### src/rtl/mem_access_unit.sv
// rtl/mem_access_unit.sv - MEM-stage load/store front-end for a word-addressed data memory
//
// Turns byte-addressed LB/LBU/LH/LHU/LW/SB/SH/SW requests into single-word
// memory accesses. Sub-word stores use read-modify-write. Loads extract the
// addressed lane and sign- or zero-extend it.
//
// Ports:
//   i_clk, i_reset    clock (posedge) and synchronous active-high reset
//   i_req             request strobe, sampled only while idle
//   i_mem_wr/i_mem_rd store/load select (both set -> store, neither -> ignored)
//   i_width           00 byte, 01 half, 1x word
//   i_signed          sign-extend sub-word loads when set
//   i_addr, i_wdata   byte address and store data (sub-word data in low bits)
//   o_busy            high whenever an operation is in progress
//   o_done            one-cycle completion pulse
//   o_misaligned      alignment fault, valid with o_done
//   o_rdata           extended load result, held until the next load completes
//   o_mem_wr_rd       to memory: 1 write, 0 read
//   o_mem_addr        to memory: word index
//   o_mem_wdata       to memory: write word
//   i_mem_rdata       from memory: read word, sampled at the end of a read cycle
module mem_access_unit #(
  parameter int MEM_ADDR_SIZE = 5,
  parameter int DATA_SIZE     = 32
) (
  input  logic                     i_clk,
  input  logic                     i_reset,
  input  logic                     i_req,
  input  logic                     i_mem_wr,
  input  logic                     i_mem_rd,
  input  logic [1:0]               i_width,
  input  logic                     i_signed,
  input  logic [31:0]              i_addr,
  input  logic [DATA_SIZE-1:0]     i_wdata,
  output logic                     o_busy,
  output logic                     o_done,
  output logic                     o_misaligned,
  output logic [DATA_SIZE-1:0]     o_rdata,
  output logic                     o_mem_wr_rd,
  output logic [MEM_ADDR_SIZE-1:0] o_mem_addr,
  output logic [DATA_SIZE-1:0]     o_mem_wdata,
  input  logic [DATA_SIZE-1:0]     i_mem_rdata
);

  typedef enum logic [1:0] {IDLE, READ, WRITE, DONE} state_t;

  state_t state, state_next;

  // Request captured at acceptance; the request inputs may change afterwards.
  logic        op_store;
  logic [1:0]  op_width;
  logic        op_signed;
  logic [1:0]  op_lane;
  logic [15:0] op_wdata;

  logic        accept;
  logic        req_byte;
  logic        req_word;
  logic        req_mis;
  logic [DATA_SIZE-1:0] merged_word;
  logic [DATA_SIZE-1:0] load_value;
  logic [7:0]  load_byte;
  logic [15:0] load_half;

  // Address bits above the memory's range wrap around.
  logic unused_addr;
  assign unused_addr = ^i_addr[31:MEM_ADDR_SIZE+2];

  assign o_busy = (state != IDLE);

  always_comb begin
    accept   = i_req & (i_mem_wr | i_mem_rd);
    req_byte = (i_width == 2'b00);
    req_word = i_width[1];
    if (i_width == 2'b01) req_mis = i_addr[0];
    else if (req_word)    req_mis = (i_addr[1:0] != 2'b00);
    else                  req_mis = 1'b0;
  end

  always_comb begin
    state_next = state;
    case (state)
      IDLE: begin
        if (accept) begin
          if (req_mis)                                    state_next = DONE;
          else if (i_mem_wr && !req_byte && i_width != 2'b01) state_next = WRITE;
          else                                            state_next = READ;
        end
      end
      READ:    state_next = op_store ? WRITE : DONE;
      WRITE:   state_next = DONE;
      default: state_next = IDLE;
    endcase
  end

  // Lane replacement for sub-word stores; word stores never pass through READ.
  always_comb begin
    merged_word = i_mem_rdata;
    if (op_width == 2'b00)
      merged_word[{op_lane, 3'b000} +: 8] = op_wdata[7:0];
    else if (op_width == 2'b01)
      merged_word[{op_lane[1], 4'b0000} +: 16] = op_wdata[15:0];
  end

  always_comb begin
    load_byte = i_mem_rdata[{op_lane, 3'b000} +: 8];
    load_half = i_mem_rdata[{op_lane[1], 4'b0000} +: 16];
    case (op_width)
      2'b00:   load_value = {{24{op_signed & load_byte[7]}}, load_byte};
      2'b01:   load_value = {{16{op_signed & load_half[15]}}, load_half};
      default: load_value = i_mem_rdata;
    endcase
  end

  always_ff @(posedge i_clk) begin
    if (i_reset) state <= IDLE;
    else         state <= state_next;
  end

  always_ff @(posedge i_clk) begin
    if (i_reset) begin
      o_done       <= 1'b0;
      o_misaligned <= 1'b0;
      o_mem_wr_rd  <= 1'b0;
      o_rdata      <= '0;
      o_mem_addr   <= '0;
      o_mem_wdata  <= '0;
      op_store     <= 1'b0;
      op_width     <= 2'b00;
      op_signed    <= 1'b0;
      op_lane      <= 2'b00;
      op_wdata     <= 16'h0000;
    end else begin
      // Strobes follow the state being entered so they line up with it.
      o_done      <= (state_next == DONE);
      o_mem_wr_rd <= (state_next == WRITE);
      case (state)
        IDLE: begin
          if (accept) begin
            op_store     <= i_mem_wr;
            op_width     <= i_width;
            op_signed    <= i_signed;
            op_lane      <= i_addr[1:0];
            op_wdata     <= i_wdata[15:0];
            o_misaligned <= req_mis;
            if (!req_mis) o_mem_addr <= i_addr[MEM_ADDR_SIZE+1:2];
            if (!req_mis && i_mem_wr && req_word) o_mem_wdata <= i_wdata;
          end
        end
        READ: begin
          if (op_store) o_mem_wdata <= merged_word;
          else          o_rdata     <= load_value;
        end
        default: ;
      endcase
    end
  end

endmodule

### config.mk
export PLATFORM = sky130hd
export DESIGN_NAME = mem_access_unit
export DESIGN_NICKNAME = d
export VERILOG_FILES = /design/src/rtl/mem_access_unit.sv
export SDC_FILE = /design/constraint.sdc
export NUM_CORES = 1
export LEC_CHECK = 0
export BUFFER_PORTS_ARGS = -buffer_cell sky130_fd_sc_hd__buf_2
export CORE_ASPECT_RATIO = 2
export CORE_UTILIZATION = 56
export CTS_BUF_LIST = sky130_fd_sc_hd__clkbuf_16
export CTS_CLUSTER_SIZE = 24
export DETAILED_ROUTE_END_ITERATION = 6
export PLACE_DENSITY = 0.91
export SLEW_MARGIN = 10
export SYNTH_ARGS = -nofsm -noshare
export SYNTH_HDL_FRONTEND = slang
export SYNTH_SLANG_ARGS = --single-unit
### constraint.sdc
create_clock -name i_clk -period 7.1 [get_ports i_clk]
set_input_delay 0.71 -clock i_clk [delete_from_list [all_inputs] [get_ports i_clk]]
set_output_delay 0.71 -clock i_clk [all_outputs]
set_load 0.02 [all_outputs]
# Word-level counts from Yosys, hierarchy flattened
# Cells that the tools add are included.
dict set report totals {
  in_bits 104
  output_inout_bits 73
  reg_bits 96
  elab_cells 68
}
dict set report classes {
  n_bitwise 6
  shifts 6
  mux 16
  n_eq_ne 10
  reduce_logical 16
  addsub 2
}
# operator count
set ops {}
lappend ops {{$mux 32} 5}
lappend ops {{$pmux 32 s2} 2}
lappend ops {{$bwmux 32} 2}
lappend ops {{$shift 16x7->32 const A} 1}
lappend ops {{$shift 8x7->32 const A} 1}
lappend ops {{$shiftx 16x7->32} 1}
lappend ops {{$shiftx 32x6->16} 1}
lappend ops {{$shiftx 32x6->8} 1}
lappend ops {{$shiftx 8x7->32} 1}
lappend ops {{$neg 5->7} 2}
lappend ops {{$eq 2x1->1 const B} 3}
lappend ops {{$eq 2x2->1 const B} 3}
lappend ops {{$logic_not 2->1} 3}
lappend ops {{$mux 2} 3}
lappend ops {{$ne 2x2->1 const B} 3}
lappend ops {{$pmux 2 s3} 1}
lappend ops {{$reduce_bool 2->1} 3}
lappend ops {{$logic_and 1x1->1} 4}
lappend ops {{$reduce_and 2->1} 2}
lappend ops {{$reduce_and 4->1} 1}
lappend ops {{$and 1x1->1} 3}
lappend ops {{$mux 1} 3}
lappend ops {{$reduce_and 3->1} 1}
lappend ops {{$logic_not 1->1} 2}
lappend ops {{3 further kinds} 4}

# Depth between registers and ports, before layout
dict set report depth {
  ltp_word 9
  depth_mapped 11
  depth_no_buf 6
}

# Worst setup path after synthesis
# OpenSTA, ideal clock, no wires.
dict set report synth_path {
  path_kind {reg-to-reg}
  start {register op_lane[0]}
  end {register o_mem_wdata[14]}
  path_slack_ns 4.453
  t_arrival_ns 2.556
  required_time_ns 7.009
  setup_ns 0.091
  n_path_buf 4
  period_less_slack_ns 2.647
  stages_incl_launch_ff 11
  cell_sequence {dfxtp_1 -> clkbuf_1 -> clkbuf_1 -> inv_1 -> ha_1 -> or3b_2 -> clkbuf_1 -> buf_6 -> o221ai_1 -> o2111ai_1 -> a311oi_1}
}
dict set report synth_via {
  elab_chain_len 6
  word_cells_on_any_way 7
}
# item line
set synth_rtl {}
lappend synth_rtl {{start, declared} 53} ;# logic [1:0] op_lane;
lappend synth_rtl {{start signal, assigned} 143} ;# op_lane <= i_addr[1:0];
lappend synth_rtl {{$neg 5->7 (*)} 100} ;# merged_word[{op_lane, 3'b000} +: 8] = op_wdata[7:0];
lappend synth_rtl {{$shiftx 8x7->32 or $shift 8x7->32 (tied branches)} 100}
lappend synth_rtl {{$bwmux 32 (*)} 100}
lappend synth_rtl {{$mux 32 (*)} 99} ;# if (op_width == 2'b00)
lappend synth_rtl {{$mux 32 (*)} 151} ;# if (op_store) o_mem_wdata <= merged_word;
lappend synth_rtl {{$pmux 32 s2 (*)} 137} ;# case (state)
lappend synth_rtl {{end signal, assigned} 147} ;# if (!req_mis && i_mem_wr && req_word) o_mem_wdata <= i_wdata;
lappend synth_rtl {{end signal, assigned} 151}
lappend synth_rtl {{end, declared} 41} ;# output logic [DATA_SIZE-1:0] o_mem_wdata,
# Mark *: on every way between the ends. The rest lies on a longest branch, timed or not. The select of a mux whose other input is x is not followed.
# A chain may end at the register's enable or synchronous reset.

# Final worst setup path
dict set report layout_path {
  start {register state[1]}
  end {register o_mem_wdata[11]}
}
dict set report layout_via {
  elab_chain_len 3
  word_cells_on_any_way 8
}
# item line
set layout_rtl {}
lappend layout_rtl {{start, declared} 47} ;# state_t state, state_next;
lappend layout_rtl {{start signal, assigned} 117} ;# else state <= state_next;
lappend layout_rtl {{$eq 2x1->1 or $logic_not 2->1 (tied branches)} 137}
lappend layout_rtl {{$ne 2x2->1 (no line) or $reduce_bool 2->1 (tied branches)} n/a}
lappend layout_rtl {{$reduce_and 4->1 (no line)} n/a}
# Several ways; a longest one is shown, not always the timed one.

==> impl_results.html <==
<table>
<tr><th>Metric</th><th>Value</th></tr>
<tr><th colspan="2">Detailed routing</th></tr>
<tr><td>Mean number of vias per cell</td><td>about 6.6</td></tr>
<tr><td>Total wire length after detailed routing</td><td>roughly 18 mm</td></tr>
<tr><td>Detailed-route DRC error count</td><td>1</td></tr>
<tr><td>Post-DR wirelength/cell</td><td>between 15 and 20 um</td></tr>
<tr><td>Final ANT Viol Nets</td><td>0</td></tr>
<tr><td>Total number of vias</td><td>between 6,000 and 7,000</td></tr>
<tr><td>Count of routing violations after the opening detailed-route iteration</td><td>between 700 and 800</td></tr>
<tr><td>Initial DRT Pass Iterations</td><td>7</td></tr>
<tr><th colspan="2">Die</th></tr>
<tr><td>Area enclosed by the die boundary</td><td>~10,000 sq um</td></tr>
<tr><td>Die boundary width</td><td>roughly 73 um</td></tr>
<tr><td>Std-Cell Rows</td><td>51</td></tr>
<tr><td>Die Span Y</td><td>about 140 um</td></tr>
<tr><td>Initial core utilization</td><td>between 50 and 60%</td></tr>
<tr><td>Floorplan core area</td><td>roughly 9800 sq um</td></tr>
<tr><td>Top Ports</td><td>roughly 180</td></tr>
<tr><th colspan="2">Logic synthesis</th></tr>
<tr><td>Cell type with the largest total area after synthesis</td><td>sky130_fd_sc_hd__dfxtp_1</td></tr>
<tr><td>Unique masters post-synth</td><td>48</td></tr>
<tr><td>Warning count from the yosys run</td><td>0</td></tr>
<tr><td>Number of synthesized flops with an enable pin</td><td>0</td></tr>
<tr><td>Avg Synthesized Cell Area</td><td>slightly below 8 sq um</td></tr>
<tr><td>Area share of the largest cell type after synthesis</td><td>around a third</td></tr>
<tr><td>Total nets after synthesis</td><td>842</td></tr>
<tr><td>Sequential area share after synthesis</td><td>about a third</td></tr>
<tr><td>Library cell with the highest instance count after synthesis</td><td>sky130_fd_sc_hd__nand2_1</td></tr>
<tr><td>Post-Syn Instances</td><td>between 700 and 800</td></tr>
<tr><td>Post-synth ARST share</td><td>0%</td></tr>
<tr><td>Netlist area before placement</td><td>about 5600 sq um</td></tr>
<tr><td>Top FF cell, synth</td><td>sky130_fd_sc_hd__dfxtp_1</td></tr>
<tr><td>Seq cells post-synth</td><td>between 90 and 100</td></tr>
<tr><td>Post-synth top cells</td><td>sky130_fd_sc_hd__nand2_1, sky130_fd_sc_hd__dfxtp_1, sky130_fd_sc_hd__a21oi_1</td></tr>
<tr><td>Leading cell types by total area after synthesis</td><td>sky130_fd_sc_hd__dfxtp_1, sky130_fd_sc_hd__nand2_1, sky130_fd_sc_hd__a21oi_1</td></tr>
<tr><th colspan="2">Placed design</th></tr>
<tr><td>HPWL after detailed placement</td><td>roughly 12 mm</td></tr>
<tr><td>Final Wtd Congestion</td><td>a little under 1</td></tr>
<tr><td>DP Cell Count</td><td>approximately 950</td></tr>
<tr><td>Placed inst area</td><td>approximately 6300 sq um</td></tr>
<tr><td>Number of buffer cells added on primary ports</td><td>~150</td></tr>
<tr><th colspan="2">GRT</th></tr>
<tr><td>Maximum number of pins on one net before global-route repair</td><td>104</td></tr>
<tr><td>Number of antenna violations at the first check in global routing</td><td>1</td></tr>
<tr><td>Global-route wire length before repair</td><td>28.0 mm</td></tr>
<tr><td>Number of global-route vias before repair</td><td>5,623</td></tr>
<tr><td>Congestion Overflow GR</td><td>0</td></tr>
<tr><td>Total routing resource utilization after global routing</td><td>34.6%</td></tr>
<tr><th colspan="2">STA</th></tr>
<tr><td>Finish-stage setup viols</td><td>0</td></tr>
<tr><td>Unrepaired setup endpoints after global routing</td><td>no</td></tr>
<tr><td>Worst rel slew slack</td><td>25.2%</td></tr>
<tr><td>Sum Neg Setup Slack</td><td>0 ns</td></tr>
<tr><td>Tcrit/Tclk final</td><td>40.3%</td></tr>
<tr><td>Count of pins over their slew limit</td><td>0</td></tr>
<tr><td>Peak clock frequency supported by timing</td><td>~0.35 GHz</td></tr>
<tr><td>Final min period</td><td>~2.9 ns</td></tr>
<tr><td>Transition time of the tightest slew-check pin</td><td>around 1.1 ns</td></tr>
<tr><td>Final hold violation count</td><td>0</td></tr>
<tr><td>Clk_skew</td><td>between 0.01 and 0.015 ns</td></tr>
<tr><th colspan="2">Power and ir drop</th></tr>
<tr><td>Power density over cell area</td><td>~350 nW/um^2</td></tr>
<tr><td>Power share of the sequential group</td><td>roughly 33%</td></tr>
<tr><td>Leakage</td><td>around 0.0027 uW</td></tr>
<tr><td>Max IR drop VDD</td><td>between 0.0003 and 0.0004 V</td></tr>
<tr><td>Clock Power Share</td><td>between 20% and 30%</td></tr>
<tr><td>Power, Total</td><td>between 2000 and 2500 uW</td></tr>
<tr><td>Switching power as a share of total power</td><td>between 40% and 50%</td></tr>
<tr><td>Switching power summed over all nets</td><td>between 1000 and 1500 uW</td></tr>
<tr><td>Cell Int Power</td><td>1310 uW</td></tr>
<tr><td>Logic pwr share</td><td>a little under half</td></tr>
<tr><th colspan="2">Layout</th></tr>
<tr><td>Layout cells sized above 1</td><td>roughly 22%</td></tr>
<tr><td>Total number of nets in the final design</td><td>around 940</td></tr>
<tr><td>Final Instance Area</td><td>between 6000 and 7000 sq um</td></tr>
<tr><td>Filler instances</td><td>between 700 and 800</td></tr>
<tr><td>Post-Layout Cell Count</td><td>around 960</td></tr>
<tr><td>Relative area change from synthesis to final layout</td><td>17.4%</td></tr>
<tr><th colspan="2">Clock network</th></tr>
<tr><td># Post-CTS Setup Buffers</td><td>0</td></tr>
<tr><td>Quantity of gates resized following cts</td><td>0</td></tr>
<tr><td>Clock sink count</td><td>96</td></tr>
<tr><td>Deepest clock path buffer count</td><td>2</td></tr>
<tr><td>Deepest level of the CTS H-tree</td><td>3</td></tr>
<tr><td>Number of buffers created by CTS</td><td>9</td></tr>
<tr><td>Clk pin slew, worst setup/hold paths</td><td>roughly 0.07 ns</td></tr>
<tr><td>Clock Root Buffer</td><td>sky130_fd_sc_hd__clkbuf_16</td></tr>
<tr><td>Number of hold buffers added after CTS</td><td>0</td></tr>
<tr><td>Insertion delay of the later-clocked pin in the worst-skew pair</td><td>around 0.35 ns</td></tr>
<tr><td>TritonCTS clock tree</td><td>done</td></tr>
<tr><th colspan="2">Critical path</th></tr>
<tr><td>CP Data Required Time</td><td>7.27 ns</td></tr>
<tr><td>Critical Path Source Type</td><td>flop</td></tr>
<tr><td>Depth of the most critical reg-to-reg path</td><td>7</td></tr>
<tr><td>Register-to-register setup slack</td><td>around 4.2 ns</td></tr>
<tr><td>End of the worst register-to-register path</td><td>o_mem_wdata[11]$_SDFFE_PP0P_</td></tr>
<tr><td>Crit Path Category</td><td>flop to flop</td></tr>
<tr><td>Data arrival time of the critical path</td><td>3.03 ns</td></tr>
<tr><td>Launch point of the worst reg-to-reg path</td><td>state[1]$_SDFF_PP0_</td></tr>
<tr><td>Capturing element type of the critical path</td><td>flop</td></tr>
<tr><td>Largest driver fanout on the critical path</td><td>26</td></tr>
<tr><th colspan="2">Hold path</th></tr>
<tr><td>Cell depth of the worst min-delay path</td><td>2</td></tr>
<tr><td>HP Start</td><td>op_width[1]$_SDFFE_PP0P_</td></tr>
<tr><td>HP Class</td><td>flop to flop</td></tr>
<tr><td>End of the worst hold path</td><td>op_width[1]$_SDFFE_PP0P_</td></tr>
<tr><th colspan="2">Flow run</th></tr>
<tr><td>Count of maximum capacitance violations</td><td>0</td></tr>
<tr><th colspan="2">Outcome</th></tr>
<tr><td>Status</td><td>finished, violations left</td></tr>
<tr><td>Violated checks</td><td>design-rule violations</td></tr>
</table>
-- critical path, cell delays in order (launching register included) --
cell                       delay (ns)
sky130_fd_sc_hd__dfxtp_1         0.38
sky130_fd_sc_hd__inv_1           0.08
sky130_fd_sc_hd__ha_1            0.32
sky130_fd_sc_hd__buf_4           0.29
sky130_fd_sc_hd__nor2b_2         0.19
sky130_fd_sc_hd__a21o_1          0.31
sky130_fd_sc_hd__nor2_2          0.86
sky130_fd_sc_hd__a311oi_1        0.22
-- through the flow --
stage	hold slack, ns	setup WS (ns)	util (%)
floorplan	0.445	4.45	-
global placement	0.442	4.40	64.8
detailed placement	0.458	4.32	64.8
CTS	0.467	4.31	67.7
global route	0.479	4.03	67.7
finish	0.472	4.24	67.7
-- final cells by class --
class	instances	area [sq um]	area share (%)
flip-flops and latches	96	1920	29.1
well taps	132	165	2.50
clock inverters	7	62.6	0.946
clock buffers	9	225	3.41
multi-input cells	526	3290	49.7
inverters	33	124	1.87
diodes	1	2.50	0.0378
repair buffers	160	823	12.4
-- per-layer routing --
layer	routed length (um)	GRT usage, %	vias up
met5	0	0	-
met4	1300	22.2	0
met3	1640	8.42	107
met2	8720	57.1	449
met1	6420	39.0	2851
li1	-	-	2908
-- flip-flops by register name, summed over array words and instances, names as in the netlist --
name          count
o_mem_wdata      32
o_rdata          32
op_wdata         16
o_mem_addr        5
op_lane           2
op_width          2
state             2
o_done            1
o_mem_wr_rd       1
o_misaligned      1
op_signed         1
op_store          1
-- cells by family after synthesis --
family,share of synthesized area [%]
flip-flops,34.1
buffers and inverters,7.66
multiplexers,3.24
AO/OA/AOI/OAI,33.6
adder cells (fa/ha/maj),2.00
AND/OR/NAND/NOR,19.3
-- power groups by stage --
stage,combinational (uW),clock (uW),sequential (uW)
floorplan,642,0,888
global placement,1050,0,763
detailed placement,1070,0,767
CTS,1080,478,756
global route,1190,503,773
finish,1100,478,759
-- how the worst max path moves through the flow --
stage	end	slack (ns)	depth (start not counted)	startpoint
floorplan	o_mem_wdata[14]$_SDFFE_PP0P_	4.45	10	op_lane[0]$_SDFFE_PP0P_
global placement	o_mem_wdata[11]$_SDFFE_PP0P_	4.40	7	state[1]$_SDFF_PP0_
detailed placement	o_mem_wdata[19]$_SDFFE_PP0P_	4.32	7	state[1]$_SDFF_PP0_
CTS	o_mem_wdata[11]$_SDFFE_PP0P_	4.31	7	state[1]$_SDFF_PP0_
global route	o_mem_wdata[11]$_SDFFE_PP0P_	4.03	7	state[1]$_SDFF_PP0_
finish	o_mem_wdata[11]$_SDFFE_PP0P_	4.24	7	state[1]$_SDFF_PP0_
-- cells in the final DEF (no fill, tap or decap), types with 19 or more instances in the layout --
master / count
sky130_fd_sc_hd__a311oi_1: 29
sky130_fd_sc_hd__a21oi_1: 66
sky130_fd_sc_hd__buf_2: 151
sky130_fd_sc_hd__nand2_1: 103
sky130_fd_sc_hd__o32a_1: 24
sky130_fd_sc_hd__inv_1: 32
sky130_fd_sc_hd__o21ai_0: 19
sky130_fd_sc_hd__dfxtp_1: 95
sky130_fd_sc_hd__nor2_1: 50
sky130_fd_sc_hd__a211oi_1: 29
(Power assumes the default switching activity.)
